--- config.mk ---
export PLATFORM = sky130hd
export DESIGN_NAME = div_seq_flat
export DESIGN_NICKNAME = d
export VERILOG_FILES = /design/src/rtl/div_seq_if.sv /design/src/rtl/div_seq.sv /design/src/flat_wrapper.sv
export SDC_FILE = /design/constraint.sdc
export NUM_CORES = 1
export LEC_CHECK = 0
export CORE_MARGIN = 2
export CORE_UTILIZATION = 49
export CTS_CLUSTER_DIAMETER = 150
export CTS_CLUSTER_SIZE = 40
export DETAILED_ROUTE_END_ITERATION = 7
export PLACE_DENSITY = 0.72
export SLEW_MARGIN = 20
export SYNTH_ARGS = -nofsm -noshare
export SYNTH_HDL_FRONTEND = slang
export SYNTH_SLANG_ARGS = --single-unit
--- constraint.sdc ---
create_clock -name clk -period 2.04 [get_ports clk]
set_input_delay 0.306 -clock clk [delete_from_list [all_inputs] [get_ports clk]]
set_output_delay 0.306 -clock clk [all_outputs]
set_load 0.02 [all_outputs]
--- src/rtl/div_seq_if.sv ---
// div_seq_if: launch/result bundle between the controller and the
// sequential divider. The controller (master) drives the operands and the
// start request. The divider (slave) returns the handshake, the result
// registers and the status flags.
interface div_seq_if #(
    parameter int W = 8
);
    logic         start;
    logic         sgn;
    logic [W-1:0] a;
    logic [W-1:0] b;
    logic         busy;
    logic         done;
    logic [W-1:0] q;
    logic [W-1:0] r;
    logic         dz;
    logic         ovf;

    modport master (
        output start, sgn, a, b,
        input  busy, done, q, r, dz, ovf
    );

    modport slave (
        input  start, sgn, a, b,
        output busy, done, q, r, dz, ovf
    );
endinterface

--- src/rtl/div_seq.sv ---
// div_seq: sequential restoring divider that resolves one quotient bit per
// clock. It supports signed (two's complement) and unsigned operands, and
// flags divide-by-zero and signed overflow.
//
// The dividend-magnitude shift register doubles as the quotient register.
// Each step shifts the next dividend bit out of its top and shifts the new
// quotient bit into its bottom. After W steps it holds |q|.
//
// The CALC state ends with one extra cycle in which the counter is zero.
// That cycle applies the sign correction and loads the result registers.
// A divide by zero uses only this cycle, so its result lands one edge after
// launch.
module div_seq #(
    parameter int W = 8
) (
    input  logic      clk,
    input  logic      rst,
    div_seq_if.slave  bus
);
    localparam int CW = $clog2(W + 1);

    typedef enum logic [1:0] {IDLE, CALC, FIN} state_t;

    state_t        state;
    state_t        state_nx;

    logic [CW-1:0] cnt;
    logic [W-1:0]  rem;
    logic [W-1:0]  dvd;
    logic [W-1:0]  bmag;
    logic [W-1:0]  a_hold;
    logic          neg_q;
    logic          neg_r;
    logic          dz_pend;
    logic          ovf_pend;

    logic [W-1:0]  q_reg;
    logic [W-1:0]  r_reg;
    logic          dz_reg;
    logic          ovf_reg;

    logic          accept;
    logic          a_neg_in;
    logic          b_neg_in;
    logic [W-1:0]  a_mag_in;
    logic [W-1:0]  b_mag_in;
    logic [W:0]    part;
    logic [W:0]    part_sub;
    logic          ge;
    logic [W-1:0]  q_fin;
    logic [W-1:0]  r_fin;

    assign accept   = bus.start && ((state == IDLE) || (state == FIN));
    assign a_neg_in = bus.sgn & bus.a[W-1];
    assign b_neg_in = bus.sgn & bus.b[W-1];
    assign a_mag_in = a_neg_in ? -bus.a : bus.a;
    assign b_mag_in = b_neg_in ? -bus.b : bus.b;

    // The partial remainder is one bit wider than the operands, so the
    // compare and subtract against |b| can never wrap.
    assign part     = {rem, dvd[W-1]};
    assign part_sub = part - {1'b0, bmag};
    assign ge       = (part >= {1'b0, bmag});

    assign q_fin    = neg_q ? -dvd : dvd;
    assign r_fin    = neg_r ? -rem : rem;

    // State register; reset aborts any division in flight.
    always_ff @(posedge clk or negedge rst) begin
        if (!rst) begin
            state <= IDLE;
        end else begin
            state <= state_nx;
        end
    end

    // Next-state logic; FIN accepts a new start exactly like IDLE does.
    always_comb begin
        state_nx = state;
        case (state)
            IDLE: begin
                if (bus.start) begin
                    state_nx = CALC;
                end
            end
            CALC: begin
                if (cnt == '0) begin
                    state_nx = FIN;
                end
            end
            FIN: begin
                state_nx = bus.start ? CALC : IDLE;
            end
            default: begin
                state_nx = IDLE;
            end
        endcase
    end

    // Operand capture, per-cycle restoring step, and result loading.
    always_ff @(posedge clk or negedge rst) begin
        if (!rst) begin
            cnt      <= '0;
            rem      <= '0;
            dvd      <= '0;
            bmag     <= '0;
            a_hold   <= '0;
            neg_q    <= 1'b0;
            neg_r    <= 1'b0;
            dz_pend  <= 1'b0;
            ovf_pend <= 1'b0;
            q_reg    <= '0;
            r_reg    <= '0;
            dz_reg   <= 1'b0;
            ovf_reg  <= 1'b0;
        end else if (accept) begin
            cnt      <= (bus.b == '0) ? '0 : CW'(W);
            rem      <= '0;
            dvd      <= a_mag_in;
            bmag     <= b_mag_in;
            a_hold   <= bus.a;
            neg_q    <= a_neg_in ^ b_neg_in;
            neg_r    <= a_neg_in;
            dz_pend  <= (bus.b == '0);
            ovf_pend <= bus.sgn && (bus.a == {1'b1, {(W-1){1'b0}}}) && (bus.b == '1);
        end else if (state == CALC) begin
            if (cnt != '0) begin
                rem <= ge ? part_sub[W-1:0] : part[W-1:0];
                dvd <= {dvd[W-2:0], ge};
                cnt <= cnt - CW'(1);
            end else if (dz_pend) begin
                q_reg   <= '1;
                r_reg   <= a_hold;
                dz_reg  <= 1'b1;
                ovf_reg <= 1'b0;
            end else begin
                q_reg   <= q_fin;
                r_reg   <= r_fin;
                dz_reg  <= 1'b0;
                ovf_reg <= ovf_pend;
            end
        end
    end

    assign bus.busy = (state == CALC);
    assign bus.done = (state == FIN);
    assign bus.q    = q_reg;
    assign bus.r    = r_reg;
    assign bus.dz   = dz_reg;
    assign bus.ovf  = ovf_reg;
endmodule
--- src/flat_wrapper.sv ---
// flat-port wrapper written by rule: the top's interface ports become plain ports
module div_seq_flat 
#(
    parameter int W = 8
)
  (clk, rst, bus_start, bus_sgn, bus_a, bus_b, bus_busy, bus_done, bus_q, bus_r, bus_dz, bus_ovf);
  div_seq_if #(.W(W)) bus_i ();
  input  logic clk;
  input  logic rst;
  input wire logic [$bits(bus_i.start)-1:0] bus_start;
  input wire logic [$bits(bus_i.sgn)-1:0] bus_sgn;
  input wire logic [$bits(bus_i.a)-1:0] bus_a;
  input wire logic [$bits(bus_i.b)-1:0] bus_b;
  output wire logic [$bits(bus_i.busy)-1:0] bus_busy;
  output wire logic [$bits(bus_i.done)-1:0] bus_done;
  output wire logic [$bits(bus_i.q)-1:0] bus_q;
  output wire logic [$bits(bus_i.r)-1:0] bus_r;
  output wire logic [$bits(bus_i.dz)-1:0] bus_dz;
  output wire logic [$bits(bus_i.ovf)-1:0] bus_ovf;
  assign bus_i.start = bus_start;
  assign bus_i.sgn = bus_sgn;
  assign bus_i.a = bus_a;
  assign bus_i.b = bus_b;
  assign bus_busy = bus_i.busy;
  assign bus_done = bus_i.done;
  assign bus_q = bus_i.q;
  assign bus_r = bus_i.r;
  assign bus_dz = bus_i.dz;
  assign bus_ovf = bus_i.ovf;
  div_seq #(.W(W)) u_core (.clk(clk), .rst(rst), .bus(bus_i));
endmodule
==> results.sh, run 1 <==
export IMPL_fin_cells=559
export IMPL_synthToLayoutAreaGrowth_pct=27.2
export IMPL_synth_seq_area_share=0.427
export IMPL_wl_met3_um=382
export IMPL_hold_violations=0
export IMPL_netlist_area_leader_share=0.427
export IMPL_viasPerCell=5.38
export IMPL_hold_class="reg2reg"
export IMPL_fin_util=0.651
export IMPL_synth_seq_cells=60
export IMPL_grt_pass1_wl_mm=13.7
export IMPL_status="finished clean"
export IMPL_synthAdderAreaFrac=0.0555
export IMPL_fp_row_count=30
export IMPL_synth_edf_count=0
export IMPL_yosys_top_cells_count="nand2_1, dfrtp_1, o21ai_0, nor2_1, inv_1"
export IMPL_drt_met1_wl_mm=3.91
export IMPL_syn_area_mm2=0.00352
export IMPL_io_pins=40
export IMPL_place_gp_congestion=0.845
export IMPL_setup_viol=0
export IMPL_dp_cells=540
export IMPL_grt_pass1_vias=2864
export IMPL_power_w=0.00780
export IMPL_slew_violations=0
export IMPL_cp_max_fo=2
export IMPL_preCtsSetupSlack_ns=-0.273
export IMPL_wl_mm=8.40
export IMPL_max_cap_viol_count=0
export IMPL_die_w_um=88.7
export IMPL_wl_met2_mm=4.01
export IMPL_fp_dieH_um=88.7
export IMPL_fin_ws_ns=0.109
export IMPL_synthDistinctLibCells=53
export IMPL_fmax_ghz=0.518
export IMPL_worstPathRequired_ns=2.30
export IMPL_synthSimpleGateAreaFrac=0.198
export IMPL_cts_made_buffers=9
export IMPL_synth_main_ff_cell="dfrtp_1"
export IMPL_synthTopCellsByArea="dfrtp_1, nand2_1, ha_1"
export IMPL_fin_crit_ns=1.93
export IMPL_final_antenna_net_count=0
export IMPL_wl_per_cell_um=15.0
export IMPL_grt_overflow=0
export IMPL_period_share=0.947
export IMPL_tns_ns=0
export IMPL_core_area_mm2=0.00687
export IMPL_worstMarginPinSlew_ns=0.449
export IMPL_nNetsFinal=493
export IMPL_p_per_area_mw_per_mm2=1740
export IMPL_routed_top_layer="met4"
export IMPL_p_comb_frac=0.562
export IMPL_synthCells=396
export IMPL_clkTransAtPathRegs_ns=0.07
export IMPL_critPathKind="reg2reg"
export IMPL_drive_gt1_frac=0.145
export IMPL_clock_latency_ns=0.35
export IMPL_ys_warn_count=0
export IMPL_grt_max_degree=61
export IMPL_slew_headroom=0.701
export IMPL_clock_sink_count=60
export IMPL_hpwl_mm=6.23
export IMPL_synth_area_leader_cell="dfrtp_1"
export IMPL_h_tree_depth=3
export IMPL_leakage_nw=2.02
export IMPL_synth_compound_area_frac=0.170
export IMPL_swShare=0.426
export IMPL_p_seq_frac=0.287
export IMPL_synthArstFlopShare=1.00
export IMPL_cts_buffer_depth=2
export IMPL_initial_core_util=0.512
export IMPL_synth_most_common_cell="nand2_1"
export IMPL_dr_pass1_iters=5
export IMPL_cp_arrival_ns=2.19
export IMPL_internal_power_w=0.00448
export IMPL_cts_root_buf="clkbuf_8"
export IMPL_fin_skew_ns=0.00479
export IMPL_clkPwrFrac=0.151
export IMPL_antenna_found_initial=0
export IMPL_irDropWorstVdd_mv=0.796
export IMPL_io_buffers=39
export IMPL_startpoint_type="flop"
export IMPL_drc=0
export IMPL_diodes=0
export IMPL_switchingPower_w=0.00332
export IMPL_grtUsageTotal=0.230
export IMPL_synth_top_family_by_area="simple AND/OR/NAND/NOR gates"
export IMPL_syn_num_nets=431
export IMPL_synth_avg_cell_area_um2=8.88
export IMPL_synth_xor_xnor_area_share=0.0698
export IMPL_cts_tree="yes"
export IMPL_synth_area_mux_share=0.0256
export IMPL_die_area_mm2=0.00787
export IMPL_first_iter_violations=218
export IMPL_endpoint_kind="flop"
export IMPL_dr_total_vias=3008
-- cell usage in the layout (no fill, tap or decap), types with 9 or more instances in the layout --
cell	instances
a21oi_1	9
a31oi_1	10
buf_4	26
clkbuf_8	9
clkdlybuf4s50_1	38
dfrtp_1	60
ha_1	12
inv_1	23
mux2i_1	9
nand2_1	72
nand3_1	14
nor2_1	28
o21ai_0	34
xnor2_1	12
xor2_1	16
-- power groups by stage --
stage / clock [W] / sequential (W) / combinational [W]
after floorplan: 0 / 0.00229 / 0.00270
after global placement: 0 / 0.00222 / 0.00408
after detailed placement: 0 / 0.00225 / 0.00420
after CTS: 0.00120 / 0.00223 / 0.00425
after global routing: 0.00124 / 0.00231 / 0.00487
final: 0.00118 / 0.00224 / 0.00439
-- what timing repair did --
item / 4_1_cts / 5_1_grt
endpoints found under the setup margin: 1 / 14
hold endpoints to repair: 60 / 0
hold buffers: 1 / 0
resized for setup: 1 / 12
pin swaps: 0 / 4
setup buffers: 0 / 2
-- logic make-up (layout without fill, tap and decap cells) --
kind of cell	count (synthesis)	count (layout)
compound gates	90	90
xor+xnor	28	28
fa+ha+maj	15	15
buf+inv	44	111
flops	60	60
mux	9	9
simple gates	150	150
-- layer usage --
metal / vias to the layer above / global-route usage
li1: 1489 / -
met3: 8 / 0.0457
met5: - / 0
met4: 0 / 0.0744
met1: 1434 / 0.318
met2: 77 / 0.365
-- through the flow --
stage	area [um2]	hold slack, ns
2_1_floorplan	3520	0.0104
3_3_place_gp	4190	0.341
3_5_place_dp	4190	0.338
4_1_cts	4420	0.485
5_1_grt	4470	0.500
6_report	4470	0.479
-- worst max-delay path: stages (launching register included) --
cell	delay, ns
dfrtp_1	0.37
inv_1	0.07
ha_2	0.17
inv_1	0.05
fa_2	0.35
a211oi_2	0.27
o211a_1	0.17
a31oi_1	0.04
a31o_2	0.20
o211ai_1	0.15
-- path summary, 6_finish.rpt --
path | startpoint | endpoint | slack, ns | cells past startpoint
max reg2reg | u_core.dvd[7] | u_core.rem[6] | 0.11 | 9
max | u_core.dvd[7] | u_core.rem[6] | 0.11 | 9
min | u_core.bus.q[1] | u_core.bus.q[1] | 0.48 | 2
max in group asynchronous | rst | u_core.a_hold[6] | 1.29 | 3
min reg2reg | u_core.bus.q[1] | u_core.bus.q[1] | 0.48 | 2
min in group asynchronous | rst | u_core.cnt[1] | 0.50 | 3
-- layout make-up --
cell class	instances	area, um2
inverter	24	90.1
multi-input combinational	292	1860
clock buffer	9	124
clock inverter	7	91.3
timing repair buffer	71	682
fill	597	2400
tap	96	120
sequential	60	1500
(Power assumes the default switching activity.)
==> run 2: changes to the inputs <==
- SLEW_MARGIN: 20 -> 40
==> results of run 2 <==
No change in the layout: final DEF, timing and power equal those of run 1.
==> run 3: changes to the inputs <==
- CTS_CLUSTER_SIZE: 40 -> 14
- GPL_ROUTABILITY_DRIVEN: default -> 0
- PLACE_DENSITY: 0.72 -> 0.69
- clock period: 2.04 -> 2.2 ns (I/O delays scaled with it)
==> run 3 against run 2 <==
Register-to-register slack improved by 0.02 ns. Core utilization down 1.4 points. Sequential share of layout area up 0.73 points. Critical path type unchanged. First-iteration DRC count decreased by 12%. Clock skew increased by 0.0018 ns. Sequential power down 8%. Global-route usage up 0.080 points. Power decreased by 11%. Highest routed layer unchanged. Hold slack got worse by 0.0076 ns. Critical path depth unchanged. Setup slack better by 0.016 ns.
==> results.sh, run 3 (same netlist as run 1, synthesis figures left out) <==
export IMPL_final_antenna_net_count=0
export IMPL_cts_root_buf="clkbuf_8"
export IMPL_final_cell_mix="nand2_1, dfrtp_1, clkdlybuf4s50_1, o21ai_0, nor2_1"
export IMPL_leakage_nw=1.97
export IMPL_cts_setup_buffers=0
export IMPL_slew_violations=0
export IMPL_worstPathRequired_ns=2.46
export IMPL_fp_dieH_um=88.7
export IMPL_drc=0
export IMPL_viasPerCell=5.36
export IMPL_finalInstanceArea_mm2=0.00438
export IMPL_grt_pass1_vias=2924
export IMPL_hold_violations=0
export IMPL_layout_commonest_cell="nand2_1"
export IMPL_grt_max_degree=30
export IMPL_irDropWorstVdd_mv=0.604
export IMPL_endpoint_kind="flop"
export IMPL_clock_sink_count=60
export IMPL_antenna_found_initial=0
export IMPL_core_area_mm2=0.00687
export IMPL_critPathKind="reg2reg"
export IMPL_grt_pass1_wl_mm=13.9
export IMPL_cp_arrival_ns=2.33
export IMPL_cts_tree="yes"
export IMPL_synthToLayoutAreaGrowth_pct=24.5
export IMPL_startpoint_type="flop"
export IMPL_wl_mm=8.29
export IMPL_worstMarginPinSlew_ns=0.481
export IMPL_max_cap_viol_count=0
export IMPL_dr_total_vias=2974
export IMPL_drive_gt1_frac=0.120
export IMPL_h_tree_depth=3
export IMPL_cts_buffer_depth=2
export IMPL_cp_max_fo=3
export IMPL_clkTransAtPathRegs_ns=0.07
export IMPL_die_w_um=88.7
export IMPL_die_area_mm2=0.00787
export IMPL_cts_made_buffers=9
export IMPL_setup_viol=0
export IMPL_dp_cells=538
export IMPL_io_buffers=39
export IMPL_fin_skew_ns=0.00663
export IMPL_slew_headroom=0.679
export IMPL_placed_cell_area_mm2=0.00414
export IMPL_status="finished clean"
export IMPL_critPathSlowestCell="fa_2"
export IMPL_fmax_ghz=0.482
export IMPL_dr_pass1_iters=4
export IMPL_nNetsFinal=489
export IMPL_io_pins=40
export IMPL_hpwl_mm=6.39
export IMPL_diodes=0
export IMPL_fp_row_count=30
export IMPL_power_w=0.00692
export IMPL_period_share=0.943
export IMPL_p_per_area_mw_per_mm2=1580
export IMPL_grtUsageTotal=0.231
export IMPL_rsz0062_at_grt="no"
export IMPL_first_iter_violations=192
export IMPL_worstPathCellList="inv_1 -> ha_1 -> inv_1 -> fa_2 -> a211oi_2 -> o211a_1 -> a31oi_1 -> a31o_2 -> o211ai_1"
export IMPL_hold_class="in2async"
export IMPL_initial_core_util=0.512
export IMPL_fin_cells=555
export IMPL_clock_latency_ns=0.34
export IMPL_fin_crit_ns=2.08
export IMPL_crit_top_cell="inv_1"
export IMPL_critical_path_max_stage_delay_ns=0.41
export IMPL_grt_overflow=0
export IMPL_wl_per_cell_um=14.9
==> run 3: changes by cell type in the layout (fill, tap and decap cells not counted), moves of 2 or more <==
| cell | change |
|---|---|
| buf_12 | -3 |
| a21oi_1 | +2 |
| ha_1 | +2 |
| clkinvlp_4 | +2 |
| ha_2 | -2 |
| a21oi_2 | -2 |
| clkinv_2 | -3 |
==> run 3: power by group <==
part	switching, W	internal [W]
combinational	0.00204	0.00170
clock	0.000468	0.000642
sequential	0.000463	0.00161
total	0.00297	0.00396
==> run 3: path summary, 6_finish.rpt <==
kind                                   from          endpoint  slack (ns)  depth (start not counted)
max                           u_core.dvd[7]     u_core.rem[6]        0.13                          9
min                                     rst  u_core.a_hold[6]        0.47                          2
max reg2reg                   u_core.dvd[7]     u_core.rem[6]        0.13                          9
min reg2reg                u_core.a_hold[7]  u_core.a_hold[7]        0.48                          2
max in group asynchronous               rst   u_core.bus.q[4]        1.17                          3
min in group clk           u_core.a_hold[7]  u_core.a_hold[7]        0.48                          2
==> run 3: timing repair <==
action,in CTS,in global routing
hold buffers,1,0
gates resized for setup,1,1
endpoints found under the hold margin,16,0
endpoints found under the setup margin,1,1
pin swaps,0,1
==> run 3: stage by stage <==
step | utilization | setup TNS, ns | hold slack (ns) | setup WS (ns)
after global routing | 0.637 | 0 | 0.499 | 0.0315
after CTS | 0.637 | 0 | 0.475 | 0.0853
after floorplan | - | 0 | 0.0344 | 0.177
after global placement | 0.602 | -0.140 | 0.295 | -0.0814
after detailed placement | 0.602 | -0.268 | 0.298 | -0.122
final | 0.637 | 0 | 0.471 | 0.125
==> run 3: area by class of cell <==
class / count / area (um2)
Fill cell: 604 / 2490
Clock buffer: 9 / 124
Inverter: 24 / 90.1
Clock inverter: 7 / 100
Sequential cell: 60 / 1500
Tap cell: 96 / 120
Multi-Input combinational cell: 292 / 1830
Timing Repair Buffer: 67 / 611
==> run 3: metal layers <==
metal / GRT usage / wire [um]
met1: 0.325 / 3970
met2: 0.355 / 3740
met3: 0.0597 / 463
met4: 0.0620 / 114
met5: 0 / 0
==> run 3: worst max-delay path: cells and delay by family, from the launching register on <==
family | cells | cell delay (ns)
flops | 1 | 0.38
buf+inv | 2 | 0.15
compound gates | 5 | 0.88
fa+ha+maj | 2 | 0.59
==> edit (settings of run 3) <==
Reset style: synchronous (`rst`), changed in 2 clocked blocks.
--- a/src/rtl/div_seq.sv
+++ b/src/rtl/div_seq.sv
@@ -66,7 +66,7 @@
     assign r_fin    = neg_r ? -rem : rem;
 
     // State register; reset aborts any division in flight.
-    always_ff @(posedge clk or negedge rst) begin
+    always_ff @(posedge clk) begin
         if (!rst) begin
             state <= IDLE;
         end else begin
@@ -98,7 +98,7 @@
     end
 
     // Operand capture, per-cycle restoring step, and result loading.
-    always_ff @(posedge clk or negedge rst) begin
+    always_ff @(posedge clk) begin
         if (!rst) begin
             cnt      <= '0;
             rem      <= '0;
Formal check against the unedited RTL: differs if rst is asserted again (counterexample within 4 cycles, from zero or initial values and one cycle with rst low); with rst held inactive, the same outputs for 10 cycles.
==> edit against run 3 <==
  * Clock skew increased by 0.0077 ns
  * Design area shrank 3.4%
  * Non-clock buffer count down 5
  * First-iteration DRC count decreased by 15%
  * Worst setup slack improved by 0.059 ns
  * Sequential share of layout area shrank 5.9 points
  * Critical path type unchanged
  * Count of clock-buffer cells in the layout rose by 3
  * Highest routed layer unchanged
  * Area after synthesis is 2.4% lower
  * Sequential cell count is the same
  * Fmax increased by 2.9%
  * Wire length rose by 2.5%
Power is not compared: it rests on default switching activity, and its combinational part moved more than twofold at a synthesized area within 25%.
==> edit: results (changes against run 3) <==
outcome=finished clean; vias per std cell=5.503 (+2.7%); setup bufs post-CTS=0 (unchanged); leakage power=1.632 nW; hold endpoint=u_core.bus.dz; Worst Path Max Fanout=11 (+8); share of cells above drive strength 1=9.274% (-2.7 points); global-route wire length before repair=14.23 mm (+2.4%); Hold Path Stages=2; delay-heaviest family, CP=compound AO/OA/AOI/OAI gates; grt met2 use=37.33% (+1.8 points); Post-synth top cells=64 x nand2_1, 60 x dfxtp_1, 42 x nor2_1; worst reg-to-reg path cell count=6 (-3); Layout non-clock buf frac=13.31% (-0.64 points); Final clock-cell share=4.969% (-0.15 points); hpwl dp=6.419 mm (+0.43%); inverter count=27 (+13%); H-tree depth=3 (unchanged); layout filler cell count=621 (+2.8%); min-delay worst type=flop to flop; Nets=528 (+8.0%); via count of the first global-routing pass=3,039 (+3.9%); Worst Min Path Start=u_core.bus.dz; antenna cell count=0 (unchanged); asr flop ratio synth=0% (-100 points); Signal buffers=62 (-7.5%); critical path data arrival time=2.28 ns (-0.05 ns); met3 Use GR=4.618% (-1.4 points); Crit path largest cell delay=0.43 ns (+0.02 ns); Crit-path slowest cell=dfxtp_1; worst-margin pin slew=0.7521 ns (+0.2713 ns); Setup violations, final=0 (unchanged); r2r startpoint=u_core.rem[5]; total CTS buffers=9 (unchanged); setup slack, reg-to-reg=0.18 ns (+0.06 ns); Clock Pin Slew Worst Setup and Hold Paths=0.06 ns; Initial DRC Count=164 (-15%); Seq/Total Area, Yosys=35.01% (-7.7 points); largest net degree at the start of global routing=34 (+13%); multi-input logic area=2034 sq um (+11%); post-CTS sizing=0 (-1); Worst R2R End=u_core.rem[6]; GRT Overall Usage=23.65% (+0.54 points); Pre-antenna DRT Iters=5 (+1); clock skew=0.01438 ns (+0.007748 ns); DR WL/cell=14.35 um (-3.9%); top post-synthesis cells by area=dfxtp_1 35%, nand2_1 7.0%, ha_1 5.5%; clock buffer count=12 (+3); Seq cells post-synth=60 (unchanged); #MultiIn Comb=332 (+14%); Post-Syn Nets=478 (+11%); Cell variety after synth=52 (-1.9%); CTS root buf=clkbuf_8; met1 usage=32.31% (-0.23 points); fraction of area in registers=28.39% (-5.9 points); Max Buffers Root-to-Sink=2 (unchanged); initial antenna violation count=0 (unchanged); worst skew pair latency=0.34 ns (about the same)
## edit: cell count changes in the layout (fill, tap and decap cells not counted), sizes merged, moves of 4 or more
cell     delta
and3        -4
a2bb2oi     -4
dfxtp      +60
buf         -5
nor3       +16
dfrtp      -60
nor2       +14
a31oi       -6
a21oi      +21
nand2       -8
o21ai       -4
xor2        -4
a311oi     +10
## edit: logic make-up (layout without fill, tap and decap cells)
family | Yosys count | after routing | synth area share (%)
simple gates | 174 | 174 | 23.52
compound gates | 106 | 106 | 20.13
flops | 60 | 60 | 35.01
buf+inv | 50 | 104 | 5.762
xor+xnor | 27 | 27 | 6.893
fa+ha+maj | 16 | 16 | 6.054
mux | 9 | 9 | 2.626
## edit: layer usage
metal	share of wire [%]	vias to the layer above
li1	-	1638
met1	48	1512
met2	46	102
met3	4.6	6
met4	1.0	0
met5	0	-
## edit: worst max-delay path by stage
stage	start	endpoint	depth (start not counted)	slack [ns]
3_5_place_dp	bus_b[0]	u_core.cnt[3]	7	0.16
6_report	u_core.rem[5]	u_core.rem[6]	6	0.18
4_1_cts	u_core.rem[5]	u_core.rem[6]	6	0.20
5_1_grt	u_core.rem[5]	u_core.rem[6]	6	0.04
3_3_place_gp	bus_b[0]	u_core.bmag[6]	7	0.20
2_1_floorplan	u_core.rem[4]	u_core.rem[2]	8	0.40
## edit: per-stage QoR
step                area [sq um]  hold slack [ns]  cells  utilization [%]  worst slack [ns]
CTS                         4230           0.4627    592            62.27            0.1950
finish                      4230           0.4553    592            62.27            0.1839
floorplan                   3431           0.4312    442                -            0.3963
detailed placement          4020           0.4530    577            59.17            0.1574
global route                4230           0.4850    592            62.27           0.04426
global placement            4020           0.4403    577            59.17            0.2013
## edit: report_power, final
part,internal [W],switching (W)
Clock,0.000610,0.000427
Combinational,0.000277,0.000353
Sequential,0.00116,0.0000671
